[config.mk]
export PLATFORM = sky130hd
export DESIGN_NAME = draw_grid_background
export DESIGN_NICKNAME = d
export VERILOG_FILES = /design/src/rtl/vga_pkg.sv /design/src/rtl/grid_axis_counter.sv /design/src/rtl/draw_grid_background.sv
export SDC_FILE = /design/constraint.sdc
export NUM_CORES = 1
export LEC_CHECK = 0
export ABC_AREA = 1
export BUFFER_PORTS_ARGS = -buffer_cell sky130_fd_sc_hd__buf_2
export CORE_MARGIN = 8
export CORE_UTILIZATION = 58
export CTS_CLUSTER_SIZE = 12
export DETAILED_ROUTE_END_ITERATION = 10
export GPL_TIMING_DRIVEN = 1
export PLACE_DENSITY = 0.85
export SKIP_LAST_GASP = 1
export SYNTH_ARGS = -nofsm -noshare
export SYNTH_HDL_FRONTEND = slang
export SYNTH_SLANG_ARGS = --single-unit
[constraint.sdc]
create_clock -name pclk -period 7 [get_ports pclk]
set_input_delay 1.05 -clock pclk [delete_from_list [all_inputs] [get_ports pclk]]
set_output_delay 1.05 -clock pclk [all_outputs]
set_load 0.03 [all_outputs]
[src/rtl/vga_pkg.sv]
// Shared definitions for the VGA pixel pipeline stages.
// Contents: draw-mode encodings, the default active-area size and the
// default palette of the grid background stage.
package vga_pkg;

   typedef enum logic [1:0] {
      MODE_SOLID  = 2'd0,   // cells filled, no grid lines
      MODE_BORDER = 2'd1,   // outer frame only, interiors left dark
      MODE_GRID   = 2'd2,   // solid grid lines
      MODE_DOT    = 2'd3    // grid lines drawn every fourth pixel
   } mode_e;

   localparam int DEF_H_ACTIVE = 1024;
   localparam int DEF_V_ACTIVE = 768;

   localparam logic [11:0] DEF_C_BORDER = 12'hff0;
   localparam logic [11:0] DEF_C_GRID   = 12'h44f;
   localparam logic [11:0] DEF_C_FILL   = 12'h888;
   localparam logic [11:0] DEF_C_HILITE = 12'h262;
   localparam logic [11:0] DEF_C_MARGIN = 12'h000;

endpackage

[src/rtl/grid_axis_counter.sv]
// Position-within-cell counter for one screen axis.
// Ports:
//   i_clk, i_rst : clock, asynchronous active-high reset
//   i_clear      : holds both counts at 0 (blanking on this axis)
//   i_advance    : step one pixel/line along the axis
//   o_pix        : offset inside the current cell, 0..CELL-1
//   o_cell       : cell index, saturates at CELLS (= margin region)
module grid_axis_counter #(
   parameter int CELL  = 78,
   parameter int CELLS = 13
) (
   input  logic        i_clk,
   input  logic        i_rst,
   input  logic        i_clear,
   input  logic        i_advance,
   output logic [11:0] o_pix,
   output logic [11:0] o_cell
);

   localparam logic [11:0] L_LAST  = 12'(CELL - 1);
   localparam logic [11:0] L_CELLS = 12'(CELLS);

   logic [11:0] r_pix;
   logic [11:0] r_cell;

   always_ff @(posedge i_clk or posedge i_rst) begin
      if (i_rst) begin
         r_pix  <= '0;
         r_cell <= '0;
      end else if (i_clear) begin
         r_pix  <= '0;
         r_cell <= '0;
      end else if (i_advance && (r_cell != L_CELLS)) begin
         // Once the margin index is reached the counter freezes until cleared.
         if (r_pix == L_LAST) begin
            r_pix  <= '0;
            r_cell <= r_cell + 12'd1;
         end else begin
            r_pix <= r_pix + 12'd1;
         end
      end
   end

   assign o_pix  = r_pix;
   assign o_cell = r_cell;

endmodule

[src/rtl/draw_grid_background.sv]
// Background stage of the VGA pipeline: draws a framed COLS x ROWS graticule
// (one column per channel) with selectable draw mode and an optional
// highlighted column. Two-cycle pipeline: stage 1 registers timing, cell
// position and flags; stage 2 registers the colour and the timing again.
// Ports:
//   pclk, rst                : pixel clock, asynchronous active-high reset
//   mode_in, sel_ch_in       : draw mode / highlighted column, latched at vblank start
//   {v,h}{count,sync,blnk}_in: timing from the generator
//   {v,h}{count,sync,blnk}_out: same timing delayed by 2 pclk
//   rgb_out                  : pixel colour aligned to the delayed timing
module draw_grid_background
   import vga_pkg::*;
#(
   parameter int          H_ACTIVE = DEF_H_ACTIVE,
   parameter int          V_ACTIVE = DEF_V_ACTIVE,
   parameter int          COLS     = 13,
   parameter int          ROWS     = 8,
   parameter logic [11:0] C_BORDER = DEF_C_BORDER,
   parameter logic [11:0] C_GRID   = DEF_C_GRID,
   parameter logic [11:0] C_FILL   = DEF_C_FILL,
   parameter logic [11:0] C_HILITE = DEF_C_HILITE,
   parameter logic [11:0] C_MARGIN = DEF_C_MARGIN
) (
   input  logic        pclk,
   input  logic        rst,
   input  logic [1:0]  mode_in,
   input  logic [3:0]  sel_ch_in,
   input  logic [11:0] vcount_in,
   input  logic        vsync_in,
   input  logic        vblnk_in,
   input  logic [11:0] hcount_in,
   input  logic        hsync_in,
   input  logic        hblnk_in,
   output logic [11:0] vcount_out,
   output logic        vsync_out,
   output logic        vblnk_out,
   output logic [11:0] hcount_out,
   output logic        hsync_out,
   output logic        hblnk_out,
   output logic [11:0] rgb_out
);

   localparam int          CELL_W     = H_ACTIVE / COLS;
   localparam int          CELL_H     = V_ACTIVE / ROWS;
   localparam logic [11:0] L_H_ACTIVE = 12'(H_ACTIVE);
   localparam logic [11:0] L_V_ACTIVE = 12'(V_ACTIVE);
   localparam logic [11:0] L_H_LAST   = 12'(H_ACTIVE - 1);
   localparam logic [11:0] L_V_LAST   = 12'(V_ACTIVE - 1);
   localparam logic [11:0] L_COLS     = 12'(COLS);
   localparam logic [11:0] L_ROWS     = 12'(ROWS);

   // Frame latch and edge detectors
   mode_e       r_mode;
   logic [3:0]  r_sel;
   logic        r_prev_hblnk;
   logic        r_prev_vblnk;

   // Counter outputs
   logic [11:0] w_h_pix, w_h_col, w_v_pix, w_v_row;

   // Stage 1
   logic [11:0] r1_vcount, r1_hcount;
   logic        r1_vsync, r1_vblnk, r1_hsync, r1_hblnk;
   logic [11:0] r1_h_pix, r1_h_col, r1_v_pix, r1_v_row;
   logic        r1_active;   // reset value 0 makes the first post-reset pixel black
   logic        r1_frame;
   logic        r1_oor;

   // Stage 2 colour
   logic        w_grid_hit;
   logic        w_hilite;
   logic [11:0] w_rgb;

   grid_axis_counter #(.CELL(CELL_W), .CELLS(COLS)) u_h_cnt (
      .i_clk     (pclk),
      .i_rst     (rst),
      .i_clear   (hblnk_in),
      .i_advance (!hblnk_in),
      .o_pix     (w_h_pix),
      .o_cell    (w_h_col)
   );

   // Lines advance on the start of horizontal blanking.
   grid_axis_counter #(.CELL(CELL_H), .CELLS(ROWS)) u_v_cnt (
      .i_clk     (pclk),
      .i_rst     (rst),
      .i_clear   (vblnk_in),
      .i_advance (hblnk_in && !r_prev_hblnk),
      .o_pix     (w_v_pix),
      .o_cell    (w_v_row)
   );

   always_ff @(posedge pclk or posedge rst) begin
      if (rst) begin
         r_mode       <= MODE_GRID;
         r_sel        <= 4'hf;
         r_prev_hblnk <= 1'b0;
         r_prev_vblnk <= 1'b0;
      end else begin
         r_prev_hblnk <= hblnk_in;
         r_prev_vblnk <= vblnk_in;
         // Sampling only at vblank start keeps a frame visually consistent.
         if (vblnk_in && !r_prev_vblnk) begin
            r_mode <= mode_e'(mode_in);
            r_sel  <= sel_ch_in;
         end
      end
   end

   always_ff @(posedge pclk or posedge rst) begin
      if (rst) begin
         r1_vcount <= '0;
         r1_vsync  <= 1'b0;
         r1_vblnk  <= 1'b0;
         r1_hcount <= '0;
         r1_hsync  <= 1'b0;
         r1_hblnk  <= 1'b0;
         r1_h_pix  <= '0;
         r1_h_col  <= '0;
         r1_v_pix  <= '0;
         r1_v_row  <= '0;
         r1_active <= 1'b0;
         r1_frame  <= 1'b0;
         r1_oor    <= 1'b0;
      end else begin
         r1_vcount <= vcount_in;
         r1_vsync  <= vsync_in;
         r1_vblnk  <= vblnk_in;
         r1_hcount <= hcount_in;
         r1_hsync  <= hsync_in;
         r1_hblnk  <= hblnk_in;
         r1_h_pix  <= w_h_pix;
         r1_h_col  <= w_h_col;
         r1_v_pix  <= w_v_pix;
         r1_v_row  <= w_v_row;
         r1_active <= !hblnk_in && !vblnk_in;
         r1_frame  <= (hcount_in == 12'd0) || (hcount_in == L_H_LAST) ||
                      (vcount_in == 12'd0) || (vcount_in == L_V_LAST);
         r1_oor    <= (hcount_in >= L_H_ACTIVE) || (vcount_in >= L_V_ACTIVE);
      end
   end

   // Dotted mode keeps a grid pixel only every fourth step along the line.
   always_comb begin
      w_grid_hit = 1'b0;
      if (r_mode == MODE_GRID) begin
         w_grid_hit = (r1_h_pix == 12'd0) || (r1_v_pix == 12'd0);
      end else if (r_mode == MODE_DOT) begin
         w_grid_hit = ((r1_h_pix == 12'd0) && (r1_vcount[1:0] == 2'd0)) ||
                      ((r1_v_pix == 12'd0) && (r1_hcount[1:0] == 2'd0));
      end
   end

   assign w_hilite = (r_mode != MODE_SOLID) && ({8'd0, r_sel} < L_COLS) &&
                     (r1_h_col == {8'd0, r_sel});

   always_comb begin
      w_rgb = C_MARGIN;
      if (!r1_active)                                     w_rgb = 12'h000;
      else if (r1_frame)                                  w_rgb = C_BORDER;
      else if (r1_oor || (r1_h_col == L_COLS) ||
               (r1_v_row == L_ROWS))                      w_rgb = C_MARGIN;
      else if (w_grid_hit)                                w_rgb = C_GRID;
      else if (w_hilite)                                  w_rgb = C_HILITE;
      else if (r_mode == MODE_BORDER)                     w_rgb = C_MARGIN;
      else                                                w_rgb = C_FILL;
   end

   always_ff @(posedge pclk or posedge rst) begin
      if (rst) begin
         vcount_out <= '0;
         vsync_out  <= 1'b0;
         vblnk_out  <= 1'b0;
         hcount_out <= '0;
         hsync_out  <= 1'b0;
         hblnk_out  <= 1'b0;
         rgb_out    <= '0;
      end else begin
         vcount_out <= r1_vcount;
         vsync_out  <= r1_vsync;
         vblnk_out  <= r1_vblnk;
         hcount_out <= r1_hcount;
         hsync_out  <= r1_hsync;
         hblnk_out  <= r1_hblnk;
         rgb_out    <= w_rgb;
      end
   end

endmodule

# After elaboration in Yosys (flattened, before gate mapping)
# Cells that the tools add are included.
# word_totals
reg_bits	173
latchBits	0
ram_bits	0
rom_bits	0
in_bits	36
output_inout_bits	40
n_memories	0
# classes
n_addsub	4
n_mul	0
div	0
magnitude_cmp	3
eq_ne	12
n_shift	0
muxes	20
bitwise	0
reduce_logical	34
# ops
cell	count
$mux W12	18
$add A12 B1 Y12 const B	4
$logic_not A12 Y1	4
$eq A12 B10 Y1 const B	2
$eq A12 B4 Y1 const B	2
$eq A12 B7 Y1 const B	2
$ne A12 B4 Y1 const B	2
$eq A12 B4 Y1	1
$ge A12 B10 Y1 const B	1
$ge A12 B11 Y1 const B	1
$reduce_bool A2 Y1	5
$logic_and A1 B1 Y1	9
$logic_or A1 B1 Y1	8
$eq A2 B2 Y1 const B	2
$logic_not A1 Y1	4
$logic_not A2 Y1	2
$lt A4 B4 Y1 const B	1
$reduce_and A2 Y1	2
$eq A2 B1 Y1 const B	1
$mux W1	2

# Logic depth before layout (Yosys ltp)
# Gate-level depths: netlist (run 1).
# depth
depth_word	9
depth_mapped	11
depth_no_buf	11

# Cells and area by module
# From an unflattened synthesis (run 1), not the netlist that was laid out.
# hier_totals
hier_cells	767
hier_area_um2	7120.6
# modules_own_cells
module	instances	cells_per_inst	area_each_um2	seq_area_each_um2
draw_grid_background	1	261	3728.6	3034.2
grid_axis_counter at u_v_cnt	1	252	1704.1	600.6
grid_axis_counter at u_h_cnt	1	254	1687.9	600.6

# Least setup slack after synthesis (run 1)
# No wires, ideal clock.
# synth_timing
kind	input port to flip-flop
from	in hblnk_in
to	reg u_v_cnt.r_cell[0] (netlist: u_v_cnt.o_cell[0])
setup_ps	119
t_arrival_ps	1900
slack_ps	4981
stages	9
path_buffers	3
cell_sequence	clkbuf_2 -> inv_2 -> nor2_1 -> nand2_2 -> nand2_1 -> buf_6 -> buf_6 -> nand4_1 -> nand2_1
# synth_between
elab_chain_cells	4
# synth_lines
element	line_no	rtl
start: declaration	draw_grid_background.sv:33	input logic hblnk_in,
$logic_and A1 B1 Y1	draw_grid_background.sv:88	.i_advance (hblnk_in && !r_prev_hblnk),
$logic_and A1 B1 Y1	grid_axis_counter.sv:33	end else if (i_advance && (r_cell != L_CELLS)) begin
$reduce_bool A2 Y1 (no line)	-	
$reduce_and A2 Y1 (no line)	-	
end signal: assignment	grid_axis_counter.sv:37	r_cell <= r_cell + 12'd1;
end: declaration	grid_axis_counter.sv:24	logic [11:0] r_cell;
# No other way between the ends.
# A chain may end at the register's enable or synchronous reset.

# Final worst setup path (run 1)
# layout_timing
from	in vblnk_in
to	reg u_v_cnt.r_cell[10] (netlist: u_v_cnt.o_cell[10])
# layout_between
elab_chain_cells	2
elab_cells_between_ends	4
# layout_lines
element	line_no	rtl
start: declaration	draw_grid_background.sv:30	input logic vblnk_in,
$reduce_bool A2 Y1 (no line)	-	
$reduce_and A2 Y1 (no line)	-	
# Several ways; a longest one is shown, not always the timed one.

==> results of run 1 <==
Yosys cell counts:
master and instances:
o21ai_1 4, dfrtp_1 164, o21ai_0 15, mux2_2 2, o22ai_1 2, buf_4 5
nor3_1 18, nand2_4 1, buf_6 4, buf_12 1, ha_1 7, nand3b_1 2
nor3_4 1, nor4_4 1, nand3_4 1, a21oi_1 6, o21a_1 1, a31o_2 2
inv_2 2, nand3_1 50, nor2_2 3, nor3_2 2, nand4_1 27, clkbuf_1 3
dfstp_2 5, inv_1 64, o21bai_1 1, and2_0 2, or2_2 4, xor2_1 24
nor2_1 96, nor3b_1 1, xnor2_1 1, or2_0 1, nand2_2 5, buf_1 1
nand2_1 162, or3_1 1, nor4_1 7, o21ai_2 12, clkbuf_2 1
where the power goes:
group          switching (mW)  total (mW)  internal (mW)  leakage (nW)
Combinational           0.114       0.165         0.0512          1.49
Sequential             0.0369        1.06           1.03          2.19
Clock                   0.392       0.961          0.569         0.301
Total                   0.543        2.19           1.65          3.98
cell type report:
type                       count  area (um^2)  share of cell area (%)
sequential                   169         4235                   52.92
multi-input combinational    462         2335                   29.17
clock buffer                  17        425.4                   5.315
timing repair buffer          76        382.9                   4.783
inverter                      66        252.7                   3.158
clock inverter                15        188.9                   2.360
tap                          147        183.9                   2.298
worst max-delay path, cell delays in order:
cell	delay, ns
buf_2	0.25
inv_1	0.27
nand2_1	0.61
nand2_1	0.47
nand2_1	0.17
nand2_1	0.06
sequential cells by signal (all words and copies together), names as in the netlist, 4 cells and up:
name	flops
hcount_out	12
r1_h_col	12
r1_h_pix	12
r1_hcount	12
r1_v_pix	12
r1_v_row	12
r1_vcount	12
r_sel	4
rgb_out	8
u_h_cnt.o_cell	12
u_h_cnt.o_pix	12
u_v_cnt.o_cell	12
u_v_cnt.o_pix	12
vcount_out	12
stage by stage:
stage / instance area (um^2) / utilization, % / std cells / setup WS [ns] / hold slack [ns]
after CTS: 8004 / 67.48 / 952 / 4.472 / 0.3487
final: 8004 / 67.48 / 952 / 4.422 / 0.3464
after global placement: 7390 / 62.30 / 920 / 4.097 / 0.3318
after detailed placement: 7390 / 62.30 / 920 / 4.031 / 0.3347
after floorplan: 6940 / - / 712 / 1.383 / 0.3312
after global routing: 8004 / 67.48 / 952 / 4.264 / 0.3509
worst max path at each step:
stage                         from                 end  slack [ns]  cells past startpoint
final                     vblnk_in  u_v_cnt.o_cell[10]        4.42                      6
after global placement    hblnk_in   u_v_cnt.o_cell[1]        4.10                      8
after floorplan                rst           hblnk_out        1.38                      1
after global routing      hblnk_in   u_v_cnt.o_cell[0]        4.26                      8
after detailed placement  hblnk_in  u_v_cnt.o_cell[10]        4.03                      8
after CTS                 hblnk_in  u_v_cnt.o_cell[10]        4.47                      8
routing by layer:
layer | GRT usage (%) | up-vias
met3 | 6.162 | 48
met5 | 0 | -
met1 | 22.25 | 2418
li1 | - | 2461
met4 | 10.82 | 0
met2 | 30.94 | 237
kinds of logic (layout without fill, tap and decap cells):
| family | Yosys count | in the layout | share of synthesized area [%] |
|---|---|---|---|
| compound gates | 43 | 43 | 3.966 |
| mux | 2 | 2 | 0.3245 |
| flops | 169 | 169 | 61.02 |
| buf+inv | 81 | 174 | 5.336 |
| simple gates | 385 | 385 | 24.93 |
| fa+ha+maj | 7 | 7 | 1.262 |
| xor+xnor | 25 | 25 | 3.155 |
==> summary.txt, run 1 <==
Worst setup path
  • Required time of the critical path: approximately 7.3 ns
  • Reg2reg start: u_v_cnt.o_cell[0]
  • Reg-to-reg critical path endpoint: u_v_cnt.o_cell[10]
  • CP Launch Type: primary input
  • Crit path kind: in -> reg
  • Worst reg2reg path depth: 10
  • Flop-to-flop setup slack: around 4.5 ns
  • Setup crit end kind: flop
  • Worst Path Arrival: slightly below 3 ns
  • Critical path fanouts, max: 20

Clocking
  • Post-CTS Hold Fix Bufs: 0
  • # Post-CTS Setup Buffers: 0
  • CTS tree: done
  • H-tree Lvls: 4
  • CTS buffer count: 17
  • Clk slew on worst S/H paths: roughly 0.070 ns
  • Root Driver: clkbuf_16
  • Post-CTS resize count: 0
  • Clk_lat worst skew: roughly 0.42 ns
  • CTS Sinks: ~170
  • CTS Buffer Depth: 2

Worst hold path
  • Hold endpoint: hcount_out[6]
  • WHS Path Cells: 0
  • HP Class: reg -> reg
  • Hold_sp: r1_hcount[6]

Routing
  • Vias/cell: around 5.4
  • Final ANT Viol Nets: 0
  • Met2 wire len: 6768 um
  • WL final: roughly 14000 um
  • First-pass iteration count of the detailed router: 6
  • DR iter-0 viols: 395
  • Wl on met1: between 5000 and 6000 um
  • Via count of the routed design: just over 5000
  • # DRC: 0
  • Top routing layer in use: met4
  • DR WL/cell: roughly 15 um
  • Met3 wire len: 1102 um

Final layout
  • Layout cells sized above 1: 18.63%
  • Filler Cell Count: 860
  • Commonest non-fill, non-tap cell in the layout: dfrtp_1
  • Final Net Count: about 840
  • Most frequent cells in the layout: dfrtp_1 (164), nand2_1 (162), nor2_1 (96)
  • Antenna Cells: 0
  • Area grow syn2layout: 15.32%

STA
  • Final Setup Violations: 0
  • Period minus WS final: between 2 and 3 ns
  • Final hold violation count: 0
  • Slew Viols, Final: 0
  • Slew HR: 43.79%
  • Sum of negative setup slack: 0 ns
  • Skew final: between 0.007 and 0.008 ns
  • Final period utilization: a little under two fifths
  • Least-Margin Pin Slew: between 0.8 and 0.9 ns
  • Peak Freq: between 300 and 400 MHz
  • RSZ-0062 raised after global routing: no

Global routing
  • Largest net degree at the start of global routing: 98
  • Vias in the first global route: a little over 5000
  • Total track usage: a little under a fifth
  • GRT overflow: 0
  • Global-route wire length before repair: around 24000 um
  • Antenna violations before repair: 0

Floorplan
  • Core area: about 0.012 mm^2
  • Height of the chip: 125.4 um
  • Die ar.: 0.01572 mm^2
  • Row cnt: 40
  • Initial core utilization: slightly below 60%
  • Die Wd: 125.4 um
  • IO Count: 76

Logic synthesis
  • Synth area leader: dfrtp_1
  • Sequential cell area fraction in the yosys report: approximately three fifths
  • Cells after Synth: 712
  • Synth unique cells: slightly above 40
  • Top cells by area, synth: dfrtp_1 (59%), nand2_1 (8.8%), nor2_1 (5.2%), nand3_1 (3.6%), inv_1 (3.5%)
  • Post-Syn Area: approximately 0.0069 mm^2
  • Post-Syn Nets: around 760
  • Yosys reg bits: between 150 and 200
  • Syn_area_per_cell: 9.748 um^2
  • Synth warnings: 0
  • Post-synth top area share: between 50% and 60%

Placement
  • PortBufs: 75
  • Post-DP HPWL: around 9500 um
  • Gpl congestion: between 0.8 and 0.9

Outcome
  • Status: complete, no violations

Pwr
  • LEAKAGE: around 4.0 nW
  • Total power: roughly 2.2 mW
  • Max IR drop VDD: roughly 170 uV
  • Power per cell area: 273.5 mW/mm^2

Job
  • Max Cap Viol: 0
Note: power is estimated with default switching activity, not from simulation.
==> run 2, diff against run 1 <==
ABC_AREA = 0   (was 1)
CORE_UTILIZATION = 57   (was 58)
PLACE_DENSITY = 0.84   (was 0.85)
clock period = 2.5 ns   (was 7 ns; I/O delays follow)
==> summary.txt, run 2 <==
Worst setup path
  • Crit path launch: u_v_cnt.o_pix[0]
  • Crit path kind: reg -> reg
  • Worst Path Arrival: 2.73 ns (-0.17 ns)
  • Crit path to: u_v_cnt.o_cell[9]
  • Critical path fanouts, max: 12 (-40%)
  • Worst reg2reg path depth: 6 (-4)
  • Reg2reg start: u_v_cnt.o_pix[0]
  • Setup crit end kind: flop
  • CP Launch Type: flop
  • Required time of the critical path: 2.94 ns (-4.38 ns)
  • Flop-to-flop setup slack: 0.20 ns (-4.32 ns)
  • Reg-to-reg critical path endpoint: u_v_cnt.o_cell[9]

Logic synthesis
  • Cells after Synth: 484 (-32%)
  • Synth unique cells: 55 (+34%)
  • Post-Syn Nets: 527 (-30%)
  • Prevailing post-synth register cell: dfrtp_1
  • Synth area leader: dfrtp_1
  • Top cells by count, synth: dfrtp_1 (164), nor2_1 (46), nand2_1 (28)
  • Sequential cell area fraction in the yosys report: 68.11% (+7.1 points)
  • Ys async rst share: 100.0% (unchanged)
  • Yosys reg bits: 169 (unchanged)
  • Top-count cell post-synth: dfrtp_1
  • Post-Syn Area: 0.006218 mm^2 (-10%)
  • Syn_area_per_cell: 12.85 um^2 (+32%)
  • EDFF count, synth: 0 (unchanged)
  • Post-synth top area share: 66.00% (+6.9 points)
  • Top cells by area, synth: dfrtp_1 (66%), nor2_1 (2.8%), xnor2_1 (2.4%), dfstp_2 (2.1%), xor2_1 (2.0%)
  • Synth warnings: 0 (unchanged)

Routing
  • First-pass iteration count of the detailed router: 5 (-1)
  • Vias/cell: 6.218 (+15%)
  • Via count of the routed design: 4651 (-9.9%)
  • # DRC: 0 (unchanged)
  • Final ANT Viol Nets: 0 (unchanged)
  • DR WL/cell: 22.20 um (+50%)
  • DR iter-0 viols: 645 (+63%)
  • WL final: 16610 um (+18%)

STA
  • RSZ-0062 raised after global routing: no
  • Slew HR: 57.44% (+14 points)
  • Period minus WS final: ~2.3 ns
  • Final hold violation count: 0 (unchanged)
  • Least-Margin Pin Slew: 0.6371 ns (-0.2060 ns)
  • Final Setup Violations: 0 (unchanged)
  • Final period utilization: approximately nine tenths
  • Skew final: 0.01154 ns (+0.004476 ns)
  • Peak Freq: 435.5 MHz
  • Fin worst setup slack: 0.2037 ns (-4.218 ns)
  • Slew Viols, Final: 0 (unchanged)

Clocking
  • Clk_lat worst skew: 0.53 ns (+0.11 ns)
  • CTS Sinks: 169 (unchanged)
  • Clk slew on worst S/H paths: 0.07 ns (about the same)
  • H-tree Lvls: 4 (unchanged)
  • CTS tree: done
  • CTS Buffer Depth: 2 (unchanged)
  • # Post-CTS Setup Buffers: 0 (unchanged)
  • Root Driver: clkbuf_8
  • CTS buffer count: 17 (unchanged)

Job
  • Max Cap Viol: 0 (unchanged)

Global routing
  • Largest net degree at the start of global routing: 94 (-4.1%)
  • Total track usage: 24.08% (+4.9 points)
  • Global-route wire length before repair: 26990 um (+12%)
  • Antenna violations before repair: 0 (unchanged)
  • Vias in the first global route: 4867 (-5.8%)
  • GRT overflow: 0 (unchanged)

Floorplan
  • Row cnt: 38 (-5.0%)
  • Core area: 0.01075 mm^2 (-9.4%)
  • Initial core utilization: 57.87% (-0.64 points)
  • IO Count: 76 (unchanged)
  • Height of the chip: 120.5 um (-3.9%)
  • Die Wd: 120.5 um (-3.9%)
  • Die ar.: 0.01451 mm^2 (-7.7%)

Pwr
  • Power per cell area: 776.9 mW/mm^2 (+180%)
  • LEAKAGE: 3.522 nW (-11%)
  • Max IR drop VDD: 482.6 uV (+190%)
  • Total power: 5.906 mW (+170%)

Final layout
  • Final core utilization: 70.75% (+3.3 points)
  • Filler Cell Count: 617 (-28%)
  • Design area: 0.007602 mm^2 (-5.0%)
  • FF/Latch Area: 0.004235 mm^2 (unchanged)
  • Final Instance Count excl. Fillers: 748 (-21%)
  • Most frequent cells in the layout: dfrtp_1 (164), buf_2 (75), nor2_1 (46)
  • Antenna Cells: 0 (unchanged)
  • Area grow syn2layout: 22.25%
  • Commonest non-fill, non-tap cell in the layout: dfrtp_1
  • Area taken by multi-input logic gates: 0.001858 mm^2 (-20%)
  • Final Net Count: 638 (-24%)
  • Layout cells sized above 1: 22.53% (+3.9 points)

Placement
  • Placement Setup Slack: 0.2756 ns (-3.756 ns)
  • PortBufs: 75 (unchanged)
  • Post-DP HPWL: 8635 um (-8.6%)
  • Post-placement cell area: 0.006751 mm^2 (-8.6%)
  • Inst Count DP: 689 (-25%)
  • Gpl congestion: 0.8455 (-4.3%)

Worst hold path
  • HP Class: in -> reg
  • WHS Path Cells: 2 (+2)

Outcome
  • Status: complete, no violations
run 2: critical path, stage by stage (launching register included):
cell and delay, ns:
dfrtp_1 0.40, ha_1 0.21, and2_0 0.30, a41o_2 0.34, o21ai_2 0.18, or4_1 0.56
a21oi_1 0.22
run 2: metrics by stage:
step | hold slack [ns] | TNS, ns
after detailed placement | 0.3355 | 0
after floorplan | 0.3312 | -4.206
after global placement | 0.3313 | 0
after global routing | 0.1020 | 0
final | 0.1018 | 0
after CTS | 0.08475 | 0
run 2: kinds of logic (layout without fill, tap and decap cells):
kind of cell | count (synthesis) | in the layout | share of synthesized area, %
XOR/XNOR | 31 | 31 | 4.366
AO/OA/AOI/OAI | 61 | 61 | 6.479
buffers and inverters | 26 | 150 | 2.072
multiplexers | 8 | 8 | 1.509
adder cells (fa/ha/maj) | 7 | 7 | 1.408
AND/OR/NAND/NOR | 182 | 182 | 16.06
flip-flops | 169 | 169 | 68.11
run 2: how the worst min path moves through the flow:
stage | start | endpoint
after floorplan | r1_hcount[10] | hcount_out[10]
after global placement | r1_vcount[7] | vcount_out[7]
after detailed placement | r1_hcount[4] | hcount_out[4]
after CTS | sel_ch_in[1] | r_sel[1]
after global routing | sel_ch_in[0] | r_sel[0]
final | sel_ch_in[1] | r_sel[1]
run 2: layout make-up:
| class | count | area share (%) |
|---|---|---|
| sequential | 169 | 55.71 |
| multi-input combinational | 289 | 24.44 |
| timing repair buffer | 108 | 9.414 |
| clock buffer | 20 | 5.727 |
| tap | 140 | 2.304 |
| clock inverter | 12 | 1.860 |
| inverter | 10 | 0.5431 |
run 2: metal layers:
metal	global-route usage, %	wire, um	up-vias
met4	14.83	827	0
met2	39.53	8218	322
li1	-	-	1938
met1	28.53	6271	2317
met3	5.361	1291	74
met5	0	0	-
run 2: repair_timing:
action / in CTS / in global routing
resized for setup: 0 / 1
hold buffers: 27 / 0
endpoints found under the hold margin: 31 / 0
setup endpoints to repair: 0 / 1
run 2: where the power goes:
group | internal, mW | switching [mW] | total (mW)
logic | 0.147 | 0.270 | 0.418
clock network | 1.46 | 1.11 | 2.57
registers | 2.84 | 0.0772 | 2.91
==> run 3, diff against run 2 <==
CORE_UTILIZATION = 30   (was 57)
PLACE_DENSITY = 0.53   (was 0.84)
==> summary.txt, run 3 (synthesized netlist as in run 2, its figures left out) <==
Placement
  • Post-placement cell area: 0.006977 mm^2 (+3.3%)
  • Placement Setup Slack: 0.1995 ns (-0.07612 ns)
  • Gpl congestion: 0.8271 (-2.2%)
  • Inst Count DP: 824 (+20%)
  • PortBufs: 75 (unchanged)
  • Post-DP HPWL: 9065 um (+5.0%)

Clocking
  • H-tree Lvls: 4 (unchanged)
  • CTS tree: done
  • # Post-CTS Setup Buffers: 0 (unchanged)
  • Clk slew on worst S/H paths: 0.07 ns (about the same)
  • Post-CTS resize count: 0 (unchanged)
  • Clk_lat worst skew: 0.42 ns (-0.11 ns)
  • Post-CTS Hold Fix Bufs: 0 (-100%)
  • Root Driver: clkbuf_16
  • CTS Sinks: 169 (unchanged)
  • CTS Buffer Depth: 2 (unchanged)
  • CTS buffer count: 17 (unchanged)

STA
  • Slew Viols, Final: 0 (unchanged)
  • Least-Margin Pin Slew: 0.6846 ns (+0.04751 ns)
  • Final Setup Violations: 0 (unchanged)
  • Final hold violation count: 0 (unchanged)
  • Final period utilization: 88.15% (-3.7 points)
  • Sum of negative setup slack: 0 ns (unchanged)
  • Peak Freq: 453.8 MHz (+4.2%)
  • Fin worst setup slack: 0.2963 ns (+0.09260 ns)
  • Period minus WS final: 2.204 ns (-0.09260 ns)
  • Slew HR: 54.26% (-3.2 points)
  • Hold_ws: 0.05303 ns (-0.04880 ns)
  • RSZ-0062 raised after global routing: no
  • Skew final: 0.007484 ns (-0.004055 ns)

Final layout
  • Final Net Count: 616 (-3.4%)
  • Final Instance Count excl. Fillers: 856 (+14%)
  • Final core utilization: 37.40% (-33 points)
  • Commonest non-fill, non-tap cell in the layout: dfrtp_1
  • Design area: 0.007592 mm^2 (-0.13%)
  • Antenna Cells: 0 (unchanged)
  • Area grow syn2layout: 22.09%
  • Layout cells sized above 1: 24.57% (+2.0 points)
  • Most frequent cells in the layout: dfrtp_1 (164), buf_2 (75), nor2_1 (45)

Worst setup path
  • Critical Path Max Stage Delay: 0.53 ns (-0.03 ns)
  • Critical path fanouts, max: 6 (-6)
  • Crit path kind: reg -> reg
  • Flop-to-flop setup slack: 0.30 ns (+0.09 ns)
  • CP Launch Type: flop
  • Cell Chain, Critical Path: inv_1, ha_1, nor4bb_1, a31oi_1, o21ai_1, or4_1, a21oi_1
  • Setup crit end kind: flop
  • Required time of the critical path: 2.84 ns (-0.10 ns)
  • Crit-path slowest cell: or4_1
  • Worst Path Arrival: 2.54 ns (-0.19 ns)

Floorplan
  • Initial core utilization: 30.63% (-27 points)
  • Height of the chip: 160.0 um (+33%)
  • Row cnt: 52 (+37%)
  • Core area: 0.02030 mm^2 (+89%)
  • Die ar.: 0.02559 mm^2 (+76%)
  • IO Count: 76 (unchanged)
  • Die Wd: 160.0 um (+33%)

Global routing
  • Largest net degree at the start of global routing: 45 (-52%)
  • Vias in the first global route: 4168 (-14%)
  • Total track usage: 10.35% (-14 points)
  • GRT overflow: 0 (unchanged)
  • Global-route wire length before repair: 21570 um (-20%)
  • Antenna violations before repair: 0 (unchanged)

Routing
  • # DRC: 0 (unchanged)
  • DR WL/cell: 14.63 um (-34%)
  • WL final: 12520 um (-25%)
  • Final ANT Viol Nets: 0 (unchanged)
  • Via count of the routed design: 4063 (-13%)
  • DR iter-0 viols: 192 (-70%)
  • First-pass iteration count of the detailed router: 5 (unchanged)
  • Vias/cell: 4.746 (-24%)

Pwr
  • LEAKAGE: 3.456 nW (-1.9%)
  • Power per cell area: 783.1 mW/mm^2 (+0.79%)
  • Max IR drop VDD: 330.7 uV (-31%)
  • Total power: 5.946 mW (+0.66%)

Job
  • Max Cap Viol: 0 (unchanged)

Worst hold path
  • HP Class: in -> async

Outcome
  • Status: complete, no violations
==> run 3: final cells by class <==
cell class	instances	area [um^2]
fillers	2002	12710
multi-input cells	289	1857
clock inverters	15	187.7
flip-flops and latches	169	4235
inverters	10	41.29
clock buffers	17	425.4
well taps	270	337.8
repair buffers	86	508.0
==> run 3: worst max-delay path, delay by kind of cell (launching register included) <==
kind,cells,cell delay [ns]
adders and majority gates,1,0.19
and+or+nand+nor,2,0.66
DFF,1,0.42
buffers and inverters,1,0.09
AOI/OAI and AO/OA,3,0.76
==> run 3: final timing paths <==
kind	cells after the start	startpoint	endpoint
worst max-delay path	7	u_v_cnt.o_cell[0]	u_v_cnt.o_cell[9]
worst min-delay path	2	rst	r1_vcount[5]
worst max register to register	7	u_v_cnt.o_cell[0]	u_v_cnt.o_cell[9]
worst min register to register	0	r1_hcount[7]	hcount_out[7]
max in group asynchronous	3	rst	r_sel[1]
min in group pclk	1	vsync_in	r1_vsync
==> run 3: layer usage <==
layer  GRT usage, %  routed length, um  vias up
li1               -                  -     1896
met1          13.02               5839     2049
met2          15.91               5712      102
met3          3.470                749       16
met4          4.630                218        0
met5              0                  0        -
==> run 3: where the power goes <==
| group | internal (mW) | switching [mW] |
|---|---|---|
| sequential | 2.84 | 0.0595 |
| combinational | 0.128 | 0.236 |
| clock | 1.59 | 1.09 |
| total | 4.56 | 1.39 |
